`src/rtl/csr_int_ctrl_pkg.sv`:
```
// rtl/csr_int_ctrl_pkg.sv - IS bit positions, ECFG/ESTAT field offsets and writable masks
package csr_int_ctrl_pkg;

  localparam int IS_SWI0 = 0;
  localparam int IS_HWI0 = 2;
  localparam int IS_TI   = 11;
  localparam int IS_IPI  = 12;

  localparam int ECFG_LIE_OFF    = 0;
  localparam int ECFG_VS_OFF     = 16;
  localparam int ESTAT_IS_OFF    = 0;
  localparam int ESTAT_ECODE_OFF = 16;
  localparam int ESTAT_ESUB_OFF  = 22;

  localparam logic [31:0] ECFG_LIE_WMASK = 32'h0000_1BFF;
  localparam logic [31:0] ECFG_VS_WMASK  = 32'h0000_0007 << ECFG_VS_OFF;
  localparam logic [31:0] ESTAT_SW_WMASK = 32'h0000_0003 << ESTAT_IS_OFF;

  function automatic logic [31:0] masked_write(input logic [31:0] old_val,
                                               input logic [31:0] wdata,
                                               input logic [31:0] wmask,
                                               input logic [31:0] writable);
    logic [31:0] m;
    m = wmask & writable;
    return (old_val & ~m) | (wdata & m);
  endfunction

  // Later indices overwrite earlier ones, so bit 12 wins.
  function automatic logic [3:0] highest_idx(input logic [12:0] p);
    logic [3:0] idx;
    idx = '0;
    for (int i = 0; i < 13; i++) begin
      if (p[i]) idx = 4'(i);
    end
    return idx;
  endfunction

endpackage

```
`src/rtl/csr_int_ctrl_int_sync.sv`:
```
// rtl/csr_int_ctrl_int_sync.sv - flop chain synchronizer for one hardware interrupt line
module int_sync
  import csr_int_ctrl_pkg::*;
#(
  parameter int STAGES = 2
) (
  input  logic i_clk,
  input  logic i_rst,
  input  logic i_d,
  output logic o_q
);

  logic [STAGES-1:0] r_chain;

  always_ff @(posedge i_clk) begin
    if (i_rst) begin
      r_chain <= '0;
    end else begin
      r_chain[0] <= i_d;
      for (int i = 1; i < STAGES; i++) begin
        r_chain[i] <= r_chain[i-1];
      end
    end
  end

  assign o_q = r_chain[STAGES-1];

endmodule

```
`src/rtl/csr_int_ctrl.sv`:
```
// rtl/csr_int_ctrl.sv - ECFG/ESTAT CSRs with interrupt pending, priority and request
module csr_int_ctrl
  import csr_int_ctrl_pkg::*;
#(
  parameter int NUM_HWI     = 8,
  parameter int SYNC_STAGES = 2,
  parameter int VS_EN       = 1
) (
  input  logic               clk,
  input  logic               rst,
  input  logic               ecfg_we,
  input  logic               estat_we,
  input  logic [31:0]        wdata,
  input  logic [31:0]        wmask,
  input  logic               ticlr_we,
  input  logic [NUM_HWI-1:0] hwi,
  input  logic               ipi,
  input  logic               timer_fire,
  input  logic               crmd_ie,
  input  logic               exc_commit,
  input  logic [5:0]         exc_ecode,
  input  logic [8:0]         exc_esubcode,
  output logic [31:0]        ecfg,
  output logic [31:0]        estat,
  output logic               int_req,
  output logic [3:0]         int_idx
);

  localparam logic [31:0] ECFG_WR = (VS_EN != 0) ? (ECFG_LIE_WMASK | ECFG_VS_WMASK) : ECFG_LIE_WMASK;

  logic [31:0] r_ecfg;
  logic [31:0] r_estat_sw;
  logic        r_ti;
  logic        r_ipi;
  logic [5:0]  r_ecode;
  logic [8:0]  r_esub;
  logic        r_int_req;
  logic [3:0]  r_int_idx;

  logic [7:0]  w_hwi_is;
  logic [31:0] w_estat;
  logic [12:0] w_pend;

  for (genvar k = 0; k < 8; k++) begin : g_hwi
    if (k < NUM_HWI) begin : g_on
      int_sync #(.STAGES(SYNC_STAGES)) u_sync (
        .i_clk (clk),
        .i_rst (rst),
        .i_d   (hwi[k]),
        .o_q   (w_hwi_is[k])
      );
    end else begin : g_off
      assign w_hwi_is[k] = 1'b0;
    end
  end

  // r_estat_sw only ever holds the software IS bits; every other field is live hardware state.
  always_comb begin
    w_estat                            = r_estat_sw;
    w_estat[IS_HWI0 +: 8]              = w_hwi_is;
    w_estat[IS_TI]                     = r_ti;
    w_estat[IS_IPI]                    = r_ipi;
    w_estat[ESTAT_ECODE_OFF +: 6]      = r_ecode;
    w_estat[ESTAT_ESUB_OFF +: 9]       = r_esub;
  end

  assign w_pend = w_estat[IS_SWI0 +: 13] & r_ecfg[ECFG_LIE_OFF +: 13];

  always_ff @(posedge clk) begin
    if (rst) begin
      r_ecfg     <= '0;
      r_estat_sw <= '0;
      r_ti       <= 1'b0;
      r_ipi      <= 1'b0;
      r_ecode    <= '0;
      r_esub     <= '0;
      r_int_req  <= 1'b0;
      r_int_idx  <= '0;
    end else begin
      if (ecfg_we) r_ecfg <= masked_write(r_ecfg, wdata, wmask, ECFG_WR);
      if (estat_we) r_estat_sw <= masked_write(r_estat_sw, wdata, wmask, ESTAT_SW_WMASK);
      // A timer expiry coinciding with a clear must not be lost.
      if (timer_fire) r_ti <= 1'b1;
      else if (ticlr_we && wdata[0]) r_ti <= 1'b0;
      r_ipi <= ipi;
      if (exc_commit) begin
        r_ecode <= exc_ecode;
        r_esub  <= exc_esubcode;
      end
      r_int_req <= (|w_pend) & crmd_ie;
      r_int_idx <= highest_idx(w_pend);
    end
  end

  assign ecfg    = r_ecfg;
  assign estat   = w_estat;
  assign int_req = r_int_req;
  assign int_idx = r_int_idx;

endmodule

```
`config.mk`:
```
export PLATFORM = sky130hd
export DESIGN_NAME = csr_int_ctrl
export DESIGN_NICKNAME = d
export VERILOG_FILES = /design/src/rtl/csr_int_ctrl_pkg.sv /design/src/rtl/csr_int_ctrl_int_sync.sv /design/src/rtl/csr_int_ctrl.sv
export SDC_FILE = /design/constraint.sdc
export NUM_CORES = 1
export LEC_CHECK = 0
export BUFFER_PORTS_ARGS = -buffer_cell sky130_fd_sc_hd__buf_2
export CORE_ASPECT_RATIO = 0.75
export CORE_MARGIN = 2
export CORE_UTILIZATION = 40
export CTS_CLUSTER_DIAMETER = 60
export DETAILED_ROUTE_END_ITERATION = 8
export GPL_ROUTABILITY_DRIVEN = 1
export PLACE_DENSITY = 0.88
export SYNTH_ARGS = -nofsm -noshare
export SYNTH_HDL_FRONTEND = slang
export SYNTH_SLANG_ARGS = --single-unit
```
`constraint.sdc`:
```
create_clock -name clk -period 1.15 [get_ports clk]
set_input_delay 0.115 -clock clk [delete_from_list [all_inputs] [get_ports clk]]
set_output_delay 0.115 -clock clk [all_outputs]
set_load 0.03 [all_outputs]
```
==> flow_metrics.env <==
export IMPL_async_flop_share_pct=0
export IMPL_start_util_pct=41.6
export IMPL_switching_share_pct=30.3
export IMPL_drt_iter0_drc=65
export IMPL_design_area_mm2=0.00281
export IMPL_leakage_nw=1.45
export IMPL_n_fill_cell=507
export IMPL_tightest_slew_ns=0.516
export IMPL_clk_path_buf_depth=2
export IMPL_io_pins=165
export IMPL_fin_setup_tns_ns=0
export IMPL_die_w_um=90.2
export IMPL_cts_root_buf="clkbuf_8"
export IMPL_antenna_found_initial=0
export IMPL_cts_buffers=5
export IMPL_utilization_pct=52.6
export IMPL_wl_per_cell_um=11.7
export IMPL_critPathMaxStageDelay_ns=0.36
export IMPL_ys_seq_elements=55
export IMPL_worstPathArrival_ns=0.98
export IMPL_core_area_mm2=0.00535
export IMPL_cp_num_buf_inv=2
export IMPL_drive_above_1_share_pct=36.5
export IMPL_grt_ovfl_total=0
export IMPL_place_area_mm2=0.00268
export IMPL_layout_common_cells="107 x buf_2, 51 x dfxtp_1, 47 x nand2_1, 22 x nand3_1, 22 x conb_1"
export IMPL_grt_pass1_wl_mm=7.53
export IMPL_maxCapViolCount=0
export IMPL_worst_setup_path_type="flip-flop to output pin"
export IMPL_period_share_pct=95.2
export IMPL_internal_power_w=0.00268
export IMPL_ir_drop_mv=0.547
export IMPL_rsz0062_at_grt="no"
export IMPL_cts_tree="yes"
export IMPL_firstDrtPassIters=4
export IMPL_path_delay_family="flip-flops"
export IMPL_antenna_left=0
export IMPL_clk_pin_slew_ns=0.10
export IMPL_r2r_cells=4
export IMPL_avgSynthCellArea_um2=8.91
export IMPL_slowest_stage="dfxtp_1"
export IMPL_drv_slew=0
export IMPL_fmax_mhz=913
export IMPL_rows=23
export IMPL_power_density_mw_per_mm2=1370
export IMPL_synth_area_top_cells="dfxtp_1 49%, buf_4 11%, nand2_1 7.9%"
export IMPL_status="completed"
export IMPL_finalPower_w=0.00384
export IMPL_vias_per_cell=4.50
export IMPL_multi_input_area_um2=901
export IMPL_rrSetupSlack_ns=0.09
export IMPL_critPathCapture="ecfg[6]"
export IMPL_final_common_cell="buf_2"
export IMPL_hold_path_class="input port to flip-flop"
export IMPL_hold_viol=0
export IMPL_worstPathMaxFanout=3
export IMPL_synth_edf_count=0
export IMPL_clkPwrFrac_pct=28.9
export IMPL_synth_largest_area_cell="dfxtp_1"
export IMPL_synth_warnings=0
export IMPL_synthCells=250
export IMPL_endpoint_kind="output pin"
export IMPL_grt_max_degree=31
export IMPL_cts_sinks=55
export IMPL_pwr_share_comb_pct=17.5
export IMPL_nets=448
export IMPL_dieArea_mm2=0.00619
export IMPL_htreeDepth=2
export IMPL_synthFlopType="dfxtp_1"
export IMPL_drcViolationCount=0
export IMPL_finClkSkew_ns=0.00469
export IMPL_gp_congestion=0.806
export IMPL_relSlewSlack_pct=65.6
export IMPL_critPathRequiredTime_ns=1.03
export IMPL_syn_cell_area_mm2=0.00223
export IMPL_path_cells="buf_4 -> buf_2"
export IMPL_port_buffers=108
export IMPL_cp_start_kind="flip-flop"
export IMPL_grt_pass1_vias=1626
export IMPL_antennaDiodeCount=0
export IMPL_synth_distinct_cells=21
export IMPL_drt_wl_total_mm=5.02
export IMPL_seqPwrFrac_pct=53.5
export IMPL_clock_latency_ns=0.30
export IMPL_setup_viol_count_final=0
export IMPL_seq_area_mm2=0.00111
export IMPL_vias=1928
export IMPL_finalCriticalPeriod_ns=1.10
export IMPL_fin_ws_ns=0.0546
export IMPL_grt_total_usage_pct=15.5
export IMPL_yosysSeqAreaShare_pct=49.4
export IMPL_dp_slack_ns=0.0986
export IMPL_yosysTopAreaCellShare_pct=49.4
export IMPL_path_depth=2
export IMPL_hpwl_mm=3.97
export IMPL_rr_endpoint="int_req$_SDFF_PP0_"
export IMPL_die_y_um=68.6
export IMPL_area_growth_pct=26.3
export IMPL_p_sw_w=0.00116
[Yosys cell counts, types with 2 or more instances]
master / number
dfxtp_1: 55
nand2_1: 47
buf_4: 33
nand3_1: 22
a21oi_1: 21
nor2b_1: 17
nor2_1: 16
mux2i_1: 15
buf_2: 9
a22oi_1: 2
a31oi_1: 2
o21ai_0: 2
[worst register-to-register path: stages (launching register included)]
cell and delay, ns:
dfxtp_1 0.35, a22oi_1 0.20, nand3_1 0.14, nor3_2 0.20, nor3b_1 0.06
[power groups by stage]
stage               Combinational [W]  Clock [W]  Sequential (W)
CTS                          0.000675    0.00115         0.00206
global route                 0.000727    0.00123         0.00207
detailed placement           0.000667          0         0.00210
finish                       0.000673    0.00111         0.00206
floorplan                    0.000391          0         0.00222
global placement             0.000650          0         0.00210
[how the worst min path moves through the flow]
stage / start / to / depth (start not counted)
2_1_floorplan: timer_fire / r_ti$_SDFFE_PP0P_ / 2
3_3_place_gp: hwi[2] / g_hwi[2].g_on.u_sync.r_chain[0]$_SDFF_PP0_ / 2
3_5_place_dp: hwi[0] / g_hwi[0].g_on.u_sync.r_chain[0]$_SDFF_PP0_ / 2
4_1_cts: hwi[5] / g_hwi[5].g_on.u_sync.r_chain[0]$_SDFF_PP0_ / 2
5_1_grt: hwi[4] / g_hwi[4].g_on.u_sync.r_chain[0]$_SDFF_PP0_ / 2
6_report: hwi[5] / g_hwi[5].g_on.u_sync.r_chain[0]$_SDFF_PP0_ / 2
[timing repair]
action / 4_1_cts / 5_1_grt
gates cloned: 0 / 0
endpoints found under the hold margin: 3 / 0
setup buffers: 0 / 0
hold buffers: 3 / 0
resized for setup: 2 / 3
endpoints found under the setup margin: 2 / 2
[cell families after synthesis]
kind of cell,after synthesis,share of synthesized area (%)
AND/OR/NAND/NOR,106,21.9
buffers and inverters,43,13.7
flip-flops,55,49.4
multiplexers,15,6.74
other,1,0.168
AO/OA/AOI/OAI,30,8.15
[stage by stage]
step                instances  hold WS, ns
floorplan                 271        0.232
global placement          417        0.328
detailed placement        417        0.328
CTS                       428      0.00125
global route              428       0.0117
finish                    428       0.0107
[cell type report]
type / count / share of cell area [%]
Sequential cell: 55 / 39.3
Tap cell: 75 / 3.33
Clock inverter: 3 / 0.934
Clock buffer: 5 / 2.45
Timing Repair Buffer: 117 / 22.0
Multi-Input combinational cell: 173 / 32.0
[routing by layer]
metal	vias to the layer above	global-route usage [%]	share of wire, %
li1	980	-	-
met1	869	19.9	45
met2	72	26.0	48
met3	7	3.91	6.7
met4	0	5.38	1.0
met5	-	0	0
Note: power is estimated with default switching activity, not from simulation.
